===== src/rtl/mean_frame_tx.sv =====
// mean_frame_tx: buffers upstream Q1.15 samples in a small FIFO and, on start,
// streams exactly FRAME_LEN of them to the mean block, then waits (bounded by
// TIMEOUT cycles) for the mean result before accepting another frame.
module mean_frame_tx #(
    parameter int unsigned DATA_W     = 16,
    parameter int unsigned FRAME_LEN  = 2048,
    parameter int unsigned FIFO_DEPTH = 16,
    parameter int unsigned TIMEOUT    = 64
) (
    input  logic              clk,
    input  logic              rst,
    input  logic              s_valid,
    output logic              s_ready,
    input  logic [DATA_W-1:0] s_data,
    input  logic              start,
    output logic              valid_out,
    output logic [DATA_W-1:0] data_out,
    input  logic              mean_valid,
    output logic              busy,
    output logic              frame_done,
    output logic              timeout,
    output logic              stalled
);

    localparam int unsigned AW    = $clog2(FIFO_DEPTH);
    localparam int unsigned CW    = AW + 1;
    localparam int unsigned CNT_W = $clog2(FRAME_LEN + 1);
    localparam int unsigned TO_W  = $clog2(TIMEOUT + 1);

    typedef enum logic [1:0] {
        ST_IDLE = 2'd0,
        ST_SEND = 2'd1,
        ST_WAIT = 2'd2
    } state_e;

    // FIFO storage and bookkeeping
    logic [DATA_W-1:0] mem_q [FIFO_DEPTH];
    logic [AW-1:0]     wr_ptr_q, wr_ptr_d;
    logic [AW-1:0]     rd_ptr_q, rd_ptr_d;
    logic [CW-1:0]     count_q, count_d;
    logic              push, pop, fifo_empty, fifo_full;

    // FSM and counters
    state_e            state_q, state_d;
    logic [CNT_W-1:0]  cnt_q, cnt_d;
    logic [TO_W-1:0]   wait_q, wait_d;

    // Registered outputs
    logic              valid_out_q, valid_out_d;
    logic [DATA_W-1:0] data_out_q, data_out_d;
    logic              busy_q, busy_d;
    logic              frame_done_q, frame_done_d;
    logic              timeout_q, timeout_d;

    // FIFO status flags, handshake and pop qualification
    assign fifo_full  = (count_q == CW'(FIFO_DEPTH));
    assign fifo_empty = (count_q == '0);
    assign s_ready    = !fifo_full;
    assign push       = s_valid && !fifo_full;
    assign pop        = (state_q == ST_SEND) && !fifo_empty;
    assign stalled    = (state_q == ST_SEND) && fifo_empty;

    // FIFO pointer and occupancy next-state
    always_comb begin
        wr_ptr_d = wr_ptr_q;
        rd_ptr_d = rd_ptr_q;
        count_d  = count_q;
        if (push) begin
            wr_ptr_d = wr_ptr_q + AW'(1);
        end
        if (pop) begin
            rd_ptr_d = rd_ptr_q + AW'(1);
        end
        case ({push, pop})
            2'b10:   count_d = count_q + CW'(1);
            2'b01:   count_d = count_q - CW'(1);
            default: count_d = count_q;
        endcase
    end

    // FIFO data array: written on accepted pushes, never while in reset
    always_ff @(posedge clk) begin
        if (!rst && push) begin
            mem_q[wr_ptr_q] <= s_data;
        end
    end

    // FSM next-state, counters and output next-values
    always_comb begin
        state_d      = state_q;
        cnt_d        = cnt_q;
        wait_d       = wait_q;
        valid_out_d  = 1'b0;
        data_out_d   = data_out_q;
        frame_done_d = 1'b0;
        timeout_d    = 1'b0;

        case (state_q)
            ST_IDLE: begin
                if (start) begin
                    state_d = ST_SEND;
                    cnt_d   = '0;
                end
            end
            ST_SEND: begin
                if (!fifo_empty) begin
                    valid_out_d = 1'b1;
                    data_out_d  = mem_q[rd_ptr_q];
                    cnt_d       = cnt_q + CNT_W'(1);
                    if (cnt_q == CNT_W'(FRAME_LEN - 1)) begin
                        state_d = ST_WAIT;
                        wait_d  = '0;
                    end
                end
            end
            ST_WAIT: begin
                // A result arriving on the terminal-count cycle still counts as done
                if (mean_valid) begin
                    frame_done_d = 1'b1;
                    state_d      = ST_IDLE;
                end else if (wait_q == TO_W'(TIMEOUT - 1)) begin
                    timeout_d = 1'b1;
                    wait_d    = wait_q + TO_W'(1);
                    state_d   = ST_IDLE;
                end else begin
                    wait_d = wait_q + TO_W'(1);
                end
            end
            default: begin
                state_d = ST_IDLE;
            end
        endcase

        busy_d = (state_d != ST_IDLE);
    end

    // State, counter, FIFO-pointer and output registers with synchronous reset
    always_ff @(posedge clk) begin
        if (rst) begin
            state_q      <= ST_IDLE;
            cnt_q        <= '0;
            wait_q       <= '0;
            wr_ptr_q     <= '0;
            rd_ptr_q     <= '0;
            count_q      <= '0;
            valid_out_q  <= 1'b0;
            data_out_q   <= '0;
            busy_q       <= 1'b0;
            frame_done_q <= 1'b0;
            timeout_q    <= 1'b0;
        end else begin
            state_q      <= state_d;
            cnt_q        <= cnt_d;
            wait_q       <= wait_d;
            wr_ptr_q     <= wr_ptr_d;
            rd_ptr_q     <= rd_ptr_d;
            count_q      <= count_d;
            valid_out_q  <= valid_out_d;
            data_out_q   <= data_out_d;
            busy_q       <= busy_d;
            frame_done_q <= frame_done_d;
            timeout_q    <= timeout_d;
        end
    end

    assign valid_out  = valid_out_q;
    assign data_out   = data_out_q;
    assign busy       = busy_q;
    assign frame_done = frame_done_q;
    assign timeout    = timeout_q;

endmodule


===== config.mk =====
export PLATFORM = sky130hd
export DESIGN_NAME = mean_frame_tx
export DESIGN_NICKNAME = d
export VERILOG_FILES = /design/src/rtl/mean_frame_tx.sv
export SDC_FILE = /design/constraint.sdc
export NUM_CORES = 1
export LEC_CHECK = 0
export ABC_CLOCK_PERIOD_IN_PS = 8400
export BUFFER_PORTS_ARGS = -buffer_cell sky130_fd_sc_hd__buf_2
export CORE_MARGIN = 8
export CORE_UTILIZATION = 35
export CTS_CLUSTER_DIAMETER = 100
export DETAILED_ROUTE_END_ITERATION = 8
export GPL_ROUTABILITY_DRIVEN = 0
export GPL_TIMING_DRIVEN = 0
export MAX_ROUTING_LAYER = met4
export PLACE_DENSITY = 0.54
export REMOVE_ABC_BUFFERS = 1
export SETUP_SLACK_MARGIN = 0.02
export SLEW_MARGIN = 20
export SYNTH_ARGS = -nofsm -noshare
export SYNTH_HDL_FRONTEND = slang
export SYNTH_SLANG_ARGS = --single-unit

===== constraint.sdc =====
create_clock -name clk -period 8.4 [get_ports clk]
set_clock_uncertainty 0.2 [all_clocks]
set_input_delay 1.68 -clock clk [delete_from_list [all_inputs] [get_ports clk]]
set_output_delay 1.68 -clock clk [all_outputs]
set_load 0.01 [all_outputs]

* After elaboration in Yosys (flattened, before gate mapping)
Memories as Yosys holds them, arrays and structs flattened. A register that Yosys moved wholly into a read port is not among the register bits.
Cells that the tools add are included.
** Word-level totals
- Flip-flop bits (word level) :: 38
- RAM bits :: 256
- Input bits :: 21
- Output and inout bits :: 22
- Word-level logic and storage cells :: 69
- Memories kept :: 1
** Memory list
- mem_q :: depth 16, bits a word 16, read ports 1, clocked after memory_dff 1, write ports 1, RTL line 37 : logic [DATA_W-1:0] mem_q [FIFO_DEPTH];
** Operators by class
- Add/subtract/negate cells :: 6
- Eq/ne operators :: 11
- Mux-type cells :: 19
- Bitwise gates (word level) :: 3
- Reduce and logical (&&, ||, !) cells :: 19
** Operators with widths (number)
- $mux 12 :: 2
- $pmux 12 s2 :: 1
- $mux 7 :: 3
- $pmux 7 s2 :: 1
- $add 12x1->12 const B :: 1
- $eq 12x11->1 const B :: 1
- $mux 2 :: 5
- $pmux 5 s2 :: 1
- $add 4x1->4 const B :: 2
- $reduce_bool 2->1 :: 4
- $add 7x1->7 const B :: 1
- $eq 7x6->1 const B :: 1
- $ne 2x2->1 const B :: 3
- $pmux 2 s3 :: 1
- $add 5x1->5 const B :: 1
- $eq 5x5->1 const B :: 1
- $logic_not 5->1 :: 1
- $mux 1 :: 5
- $sub 5x1->5 const B :: 1
- $eq 2x1->1 const B :: 2
- $eq 2x2->1 const B :: 2
- $logic_and 1x1->1 :: 4
- $reduce_and 4->1 :: 1
- $reduce_or 2->1 :: 2
- 7 further kinds :: 11

* Logic depth before layout (Yosys ltp)
Gate-level depths: netlist of run 1.
- Depth in word-level cells :: 6
- Gate-level depth with buffers :: 12
- Depth with buffers taken out :: 11

* Least setup slack after synthesis of run 1
Ideal clock, no wire load.
- Kind :: input-to-reg
- Start point :: in s_valid
- End point :: reg count_q[4]
- Library setup time :: 0.121 ns
- Data arrival time :: 3.684 ns
- Data required time :: 8.079 ns
- Slack :: 4.395 ns
- Cell stages on the path :: 9
- Buffers on the path :: 0
- Cell sequence :: a21boi_2 -> inv_1 -> ha_1 -> ha_1 -> nor2b_1 -> o21ai_0 -> a21oi_1 -> or3b_2 -> mux2_2
** Between the ends
- Word-level cells in the longest chain between the ends :: 3
- Elaborated cells on any way between the ends :: 5
- Those cells by class :: eq/ne (2); mux (1); reduce/logical (2)
** Ends and longest elaborated chain
- start: declaration :: RTL line 12 : input logic s_valid,
- $logic_and 1x1->1 (*) :: RTL line 59 : assign push = s_valid && !fifo_full;
- $eq 2x1->1 or $eq 2x2->1 (tied branches) :: RTL line 74 : case ({push, pop})
- $pmux 5 s2 or $reduce_bool 2->1 (tied branches)
- end signal: assignment :: RTL line 157 : count_q <= count_d;
- end: declaration :: RTL line 40 : logic [CW-1:0] count_q, count_d;
Mark *: on every way between the ends. The rest lies on a longest branch, timed or not.
A chain may end at the register's enable or synchronous reset.

* Worst setup path in the final report of run 1
Same ends and word-level chain as after synthesis.

==> results of run 1 <==
worst max-delay path, stage by stage:
cell,delay [ns]
buf_2,0.07
a21boi_2,0.43
inv_1,0.09
ha_1,0.28
ha_1,0.32
nor2b_1,0.16
o21ai_0,0.24
a21oi_1,0.10
or3b_2,0.45
mux2_2,0.28
state kept, by name, indices dropped and copies added (netlist names):
name        cells
timeout         1
state_q         2
busy            1
cnt_q          12
wr_ptr_q        4
rd_ptr_q        4
wait_q          7
frame_done      1
mem_q         256
data_out       16
valid_out       1
count_q         5
cell usage in the layout (no fill, tap or decap), types with 5 or more instances in the layout:
cell and instances:
nor2_4 16, inv_1 10, buf_2 42, edfxtp_1 256
a21oi_1 10, nand3b_1 19, nor2_1 37, ha_1 11
buf_16 11, clkbuf_16 35, mux4_2 64, a21o_1 5
xor2_1 13, mux2i_1 33, dfxtp_1 51, o21ai_0 6
nand3_1 7, o221ai_1 16, clkbuf_1 12, nand2_1 18
logic make-up after synthesis:
kind of cell | Yosys count | synth area share, %
AOI/OAI and AO/OA | 56 | 3.47
xor gates and xnor gates | 16 | 1.16
adders and majority gates | 12 | 1.30
buffers and inverters | 44 | 1.47
DFF | 310 | 72.4
muxes | 98 | 14.7
and+or+nand+nor | 130 | 5.54
worst min path at each step:
stage,start,end,depth (start not counted)
floorplan,wait_q[6],wait_q[6],1
global placement,wait_q[6],wait_q[6],1
detailed placement,wait_q[6],wait_q[6],1
CTS,wait_q[6],wait_q[6],1
global route,wait_q[6],wait_q[6],1
finish,wait_q[6],wait_q[6],1
layer usage:
| layer | share of wire (%) | vias to the layer above | global-route usage, % |
|---|---|---|---|
| li1 | - | 2792 | - |
| met1 | 41 | 3209 | 16.1 |
| met2 | 51 | 186 | 22.8 |
| met3 | 5.7 | 64 | 3.01 |
| met4 | 2.5 | 0 | 4.20 |
| met5 | 0 | - | - |
through the flow:
step,hold slack [ns],instances,util [%]
2_1_floorplan,0.228,633,-
3_3_place_gp,0.242,1130,37.2
3_5_place_dp,0.257,1143,38.6
4_1_cts,0.276,1203,41.7
5_1_grt,0.315,1205,41.8
6_report,0.273,1205,41.8
final cells by class:
cell class,count,area share (%)
sequential,310,61.3
multi-input combinational,312,23.0
clock buffer,51,6.82
tap,455,3.98
timing repair buffer,55,3.86
clock inverter,9,0.673
inverter,11,0.288
antenna,2,0.0350
power groups by stage:
stage          logic, W  registers (W)  clock network (W)
4_1_cts        0.000412        0.00177            0.00145
2_1_floorplan  0.000230        0.00182                  0
3_3_place_gp   0.000351        0.00184                  0
3_5_place_dp   0.000411        0.00180                  0
6_report       0.000406        0.00176            0.00142
5_1_grt        0.000440        0.00177            0.00151
==> flow_summary.toml, run 1 <==
[timing]
period_needed_ns = 3.93
setup_tns_ns = 0
report.final.slew_viol_count = 0
rsz0062_at_grt = "false"
hold_viol = 0
period_share_pct = 46.8
max-slew-margin-rel_pct = 20.4
worst_slack_ns = 4.47
setup_viol = 0
fmax_mhz = 254
worst_pin_slew_ns = 1.19

[routing]
num_vias = 6251
wl_per_cell_um = 22.5
drt_drc_violations_left = 0
wl_um = 27100
dr.pass1.iters = 4
antenna_left = 0
viasPerCell = 5.19
drtIter0Drc = 493

[worst_setup_path]
critPathMaxFanout = 9
cp-endpoint = "count_q[4]"
r2r-end = "count_q[4]"
startpoint_type = "input pin"
worst-endpoint-arrival_ns = 4.12
reg2reg_slack_ns = 4.69
critPathRequiredTime_ns = 8.59
reg2reg_from = "count_q[0]"
rr_worst_depth = 10
worst-setup-path-type = "in -> reg"
cp-end-kind = "flop"
worstSetupStartpoint = "s_valid"

[power]
clockPowerShare_pct = 39.5
p_int_w = 0.00272
switching_share_pct = 24.0
p_total_w = 0.00359
peakVddDrop_uv = 181
seqPwrFrac_pct = 49.2
p_per_area_mw_per_mm2 = 250
switchingPower_w = 0.000862
combPwrFrac_pct = 11.3
p_leak_nw = 4.56

[synthesis]
yosys.area.top_type = "edfxtp_1"
synth_seq_cells = 310
synth_area_mm2 = 0.0121
synth_area_leaders = "edfxtp_1 (63%), mux4_2 (12%), dfxtp_1 (8.9%), mux2i_1 (2.7%), nor2_1 (1.6%)"
synth_flop_cell = "edfxtp_1"
yosys.cell_types.count = 48
async_flop_share_pct = 0
seq_area_frac_synth_pct = 72.4
postSynthAreaPerCell_um2 = 18.2
yosysWarnings = 0
synth_commonest_cells = "edfxtp_1 (256), mux4_2 (64), dfxtp_1 (54), nor2_1 (53), mux2i_1 (33)"
yosys.cell_count.top_type = "edfxtp_1"
synth_edf_count = 256
syn-instance-count = 666
yosysTopAreaCellShare_pct = 63.4

[clock_network]
clk_latency_ns = 0.51
cts_setup_buffers = 0
tritoncts = "yes"
clk_pin_slew_worst_paths_ns = 0.06
cts_inserted_buffers = 34
ctsHtreeMaxLevel = 2
cts-resized-gates = 0
cts.sinks = 310
cts_max_path_buffers = 3
root_buffer = "clkbuf_16"
hold_buffers = 0

[hold_path]
hold_path_class = "reg -> reg"

[job]
maxCapViolCount = 0

[global_routing]
grt_pass1_vias = 6706
grt_pass1_wl_um = 40400
grt_antenna_before_repair = 2
gr-total-overflow = 0
grt_usage_pct = 13.5
grt_max_degree = 51

[layout]
regArea_mm2 = 0.00878
final_area_mm2 = 0.0143
fillers = 3010
multiInputGateArea_mm2 = 0.00330
drive_gt1_share_pct = 26.1
nNetsFinal = 757
syn2layout_area_growth_pct = 18.1

[floorplanning]
start_util_pct = 35.3
dieArea_mm2 = 0.0408
core_mm2 = 0.0343
fp.dieW_um = 202
io_pins = 43
std_cell_rows = 68
die_y_um = 202

[place]
place_ws_ns = 3.98
place_hpwl_um = 15500
place.port_buffers = 42
placed_cell_area_mm2 = 0.0132

[outcome]
status = "completed"
Note: power is estimated with default switching activity, not from simulation.
==> run 2: changes to the inputs <==
--- a/config.mk
+++ b/config.mk
@@ -5,7 +5,7 @@
 export SDC_FILE = /design/constraint.sdc
 export NUM_CORES = 1
 export LEC_CHECK = 0
-export ABC_CLOCK_PERIOD_IN_PS = 8400
+export ABC_CLOCK_PERIOD_IN_PS = 3700
 export BUFFER_PORTS_ARGS = -buffer_cell sky130_fd_sc_hd__buf_2
 export CORE_MARGIN = 8
 export CORE_UTILIZATION = 35
==> constraint.sdc (replaced) <==
create_clock -name clk -period 3.7 [get_ports clk]
set_clock_uncertainty 0.2 [all_clocks]
set_input_delay 0.74 -clock clk [delete_from_list [all_inputs] [get_ports clk]]
set_output_delay 0.74 -clock clk [all_outputs]
set_load 0.01 [all_outputs]
==> run 2 against run 1 <==
Against the previous run:
- flip-flop and latch count is the same
- worst hold slack lost 0.0016 ns
- cell count grew 0.25%
- clock power grew 130%
- critical path depth grew 1
- global-route usage grew 0.22 points
- worst setup slack lost 4.2 ns
- die area is the same
- sequential share of layout area shrank 0.11 points
- clock-buffer cell count is the same
- via count grew 0.22%
- critical path type is now reg -> reg
- largest cell class unchanged
- largest power group unchanged
==> flow_summary.toml, run 2 (synthesis results as in run 1) <==
[layout]
fillers = 3009
layout_common_cells = "edfxtp_1 (256), mux4_2 (64), dfxtp_1 (51)"
multiInputGateArea_mm2 = 0.00331
largest_register_ffs = 256
drive_gt1_share_pct = 26.4
nNetsFinal = 760
regMostFlops = "mem_q"
layout_commonest_cell = "edfxtp_1"
final_util_pct = 41.8
regArea_mm2 = 0.00878
syn2layout_area_growth_pct = 18.4
final_area_mm2 = 0.0143

[worst_setup_path]
critPathMaxFanout = 19
critPathRequiredTime_ns = 3.89
worst-setup-path-type = "reg -> reg"
worst-endpoint-arrival_ns = 3.66
startpoint_type = "flop"
critical_path.max_stage_delay_ns = 0.45
slowest_stage = "or3b_2"
cp-end-kind = "flop"
path_cells = "nand2b_1, a21o_4, inv_4, ha_1, inv_1, fa_1, nor2b_1, o21ai_0, nand3_1, or3b_2, mux2_2"

[global_routing]
grt_pass1_wl_um = 40900
grt_pass1_vias = 6705
grt_max_degree = 51
grt_usage_pct = 13.8
gr-total-overflow = 0
grt_antenna_before_repair = 2

[routing]
drt_drc_violations_left = 0
dr.pass1.iters = 5
antenna_left = 0
num_vias = 6265
wl_per_cell_um = 22.8
drtIter0Drc = 501
wl_um = 27500
viasPerCell = 5.19

[power]
seqPwrFrac_pct = 48.8
p_per_area_mw_per_mm2 = 572
combPwrFrac_pct = 12.0
p_total_w = 0.00821
clockPowerShare_pct = 39.2
peakVddDrop_uv = 411
p_leak_nw = 4.57
switchingPower_w = 0.00200
p_int_w = 0.00621
switching_share_pct = 24.3

[timing]
rsz0062_at_grt = "false"
fmax_mhz = 289
period_needed_ns = 3.47
worst_pin_slew_ns = 1.14
report.final.slew_viol_count = 0
period_share_pct = 93.7
hold_viol = 0
setup_viol = 0
max-slew-margin-rel_pct = 23.7
hold_slack_ns = 0.272

[clock_network]
root_buffer = "clkbuf_16"
cts_inserted_buffers = 34
hold_buffers = 0
cts_max_path_buffers = 3
clk_pin_slew_worst_paths_ns = 0.06
clk_latency_ns = 0.51
ctsHtreeMaxLevel = 2
cts.sinks = 310
tritoncts = "yes"

[floorplanning]
io_pins = 43
core_mm2 = 0.0343
die_y_um = 202
std_cell_rows = 68
start_util_pct = 35.3
fp.dieW_um = 202
dieArea_mm2 = 0.0408

[place]
placed_cell_area_mm2 = 0.0132
place_hpwl_um = 15500
place.port_buffers = 42

[job]
maxCapViolCount = 0

[hold_path]
hold_path_class = "reg -> reg"

[outcome]
status = "completed"
[run 2: final cells by class]
| type | instances | area share (%) |
|---|---|---|
| sequential | 310 | 61.2 |
| multi-input combinational | 313 | 23.1 |
| clock buffer | 51 | 6.80 |
| tap | 455 | 3.97 |
| timing repair buffer | 57 | 3.96 |
| clock inverter | 9 | 0.672 |
| inverter | 11 | 0.305 |
| antenna | 2 | 0.0349 |
[run 2: layer usage]
metal | GRT usage (%) | part of all wire (%)
met2 | 22.9 | 50
met3 | 2.88 | 5.9
met5 | - | 0
met4 | 4.17 | 2.4
met1 | 16.8 | 41
[run 2: what timing repair did]
item,CTS,global route
gates cloned,1,0
setup endpoints to repair,1,1
pin swaps,1,1
setup buffers,0,2
resized for setup,0,2
[run 2: power groups by stage]
stage               registers (W)  clock network, W  logic, W
global placement          0.00418                 0  0.000797
CTS                       0.00401           0.00330  0.000966
detailed placement        0.00408                 0  0.000932
finish                    0.00401           0.00322  0.000983
global route              0.00402           0.00344   0.00106
floorplan                 0.00413                 0  0.000523
[run 2: metrics by stage]
step	TNS (ns)	instances	setup slack (ns)
finish	0	1208	0.234
global route	0	1208	0.148
CTS	0	1204	0.0529
detailed placement	0	1143	0.00222
global placement	-88.96	1130	-1.67
floorplan	-5.37	633	-0.341
[run 2: worst max-delay path, delay by kind of cell (launching register included)]
kind,cells,cell delay [ns]
and+or+nand+nor,4,1.04
adders and majority gates,2,0.67
AOI/OAI and AO/OA,2,0.48
DFF,1,0.35
buffers and inverters,2,0.31
muxes,1,0.28
[run 2: final timing paths]
path / startpoint / endpoint / slack [ns] / cells past startpoint
max: state_q[1] / count_q[4] / 0.23 / 11
min: wait_q[6] / wait_q[6] / 0.27 / 1
max reg2reg: state_q[1] / count_q[4] / 0.23 / 11
min reg2reg: wait_q[6] / wait_q[6] / 0.27 / 1
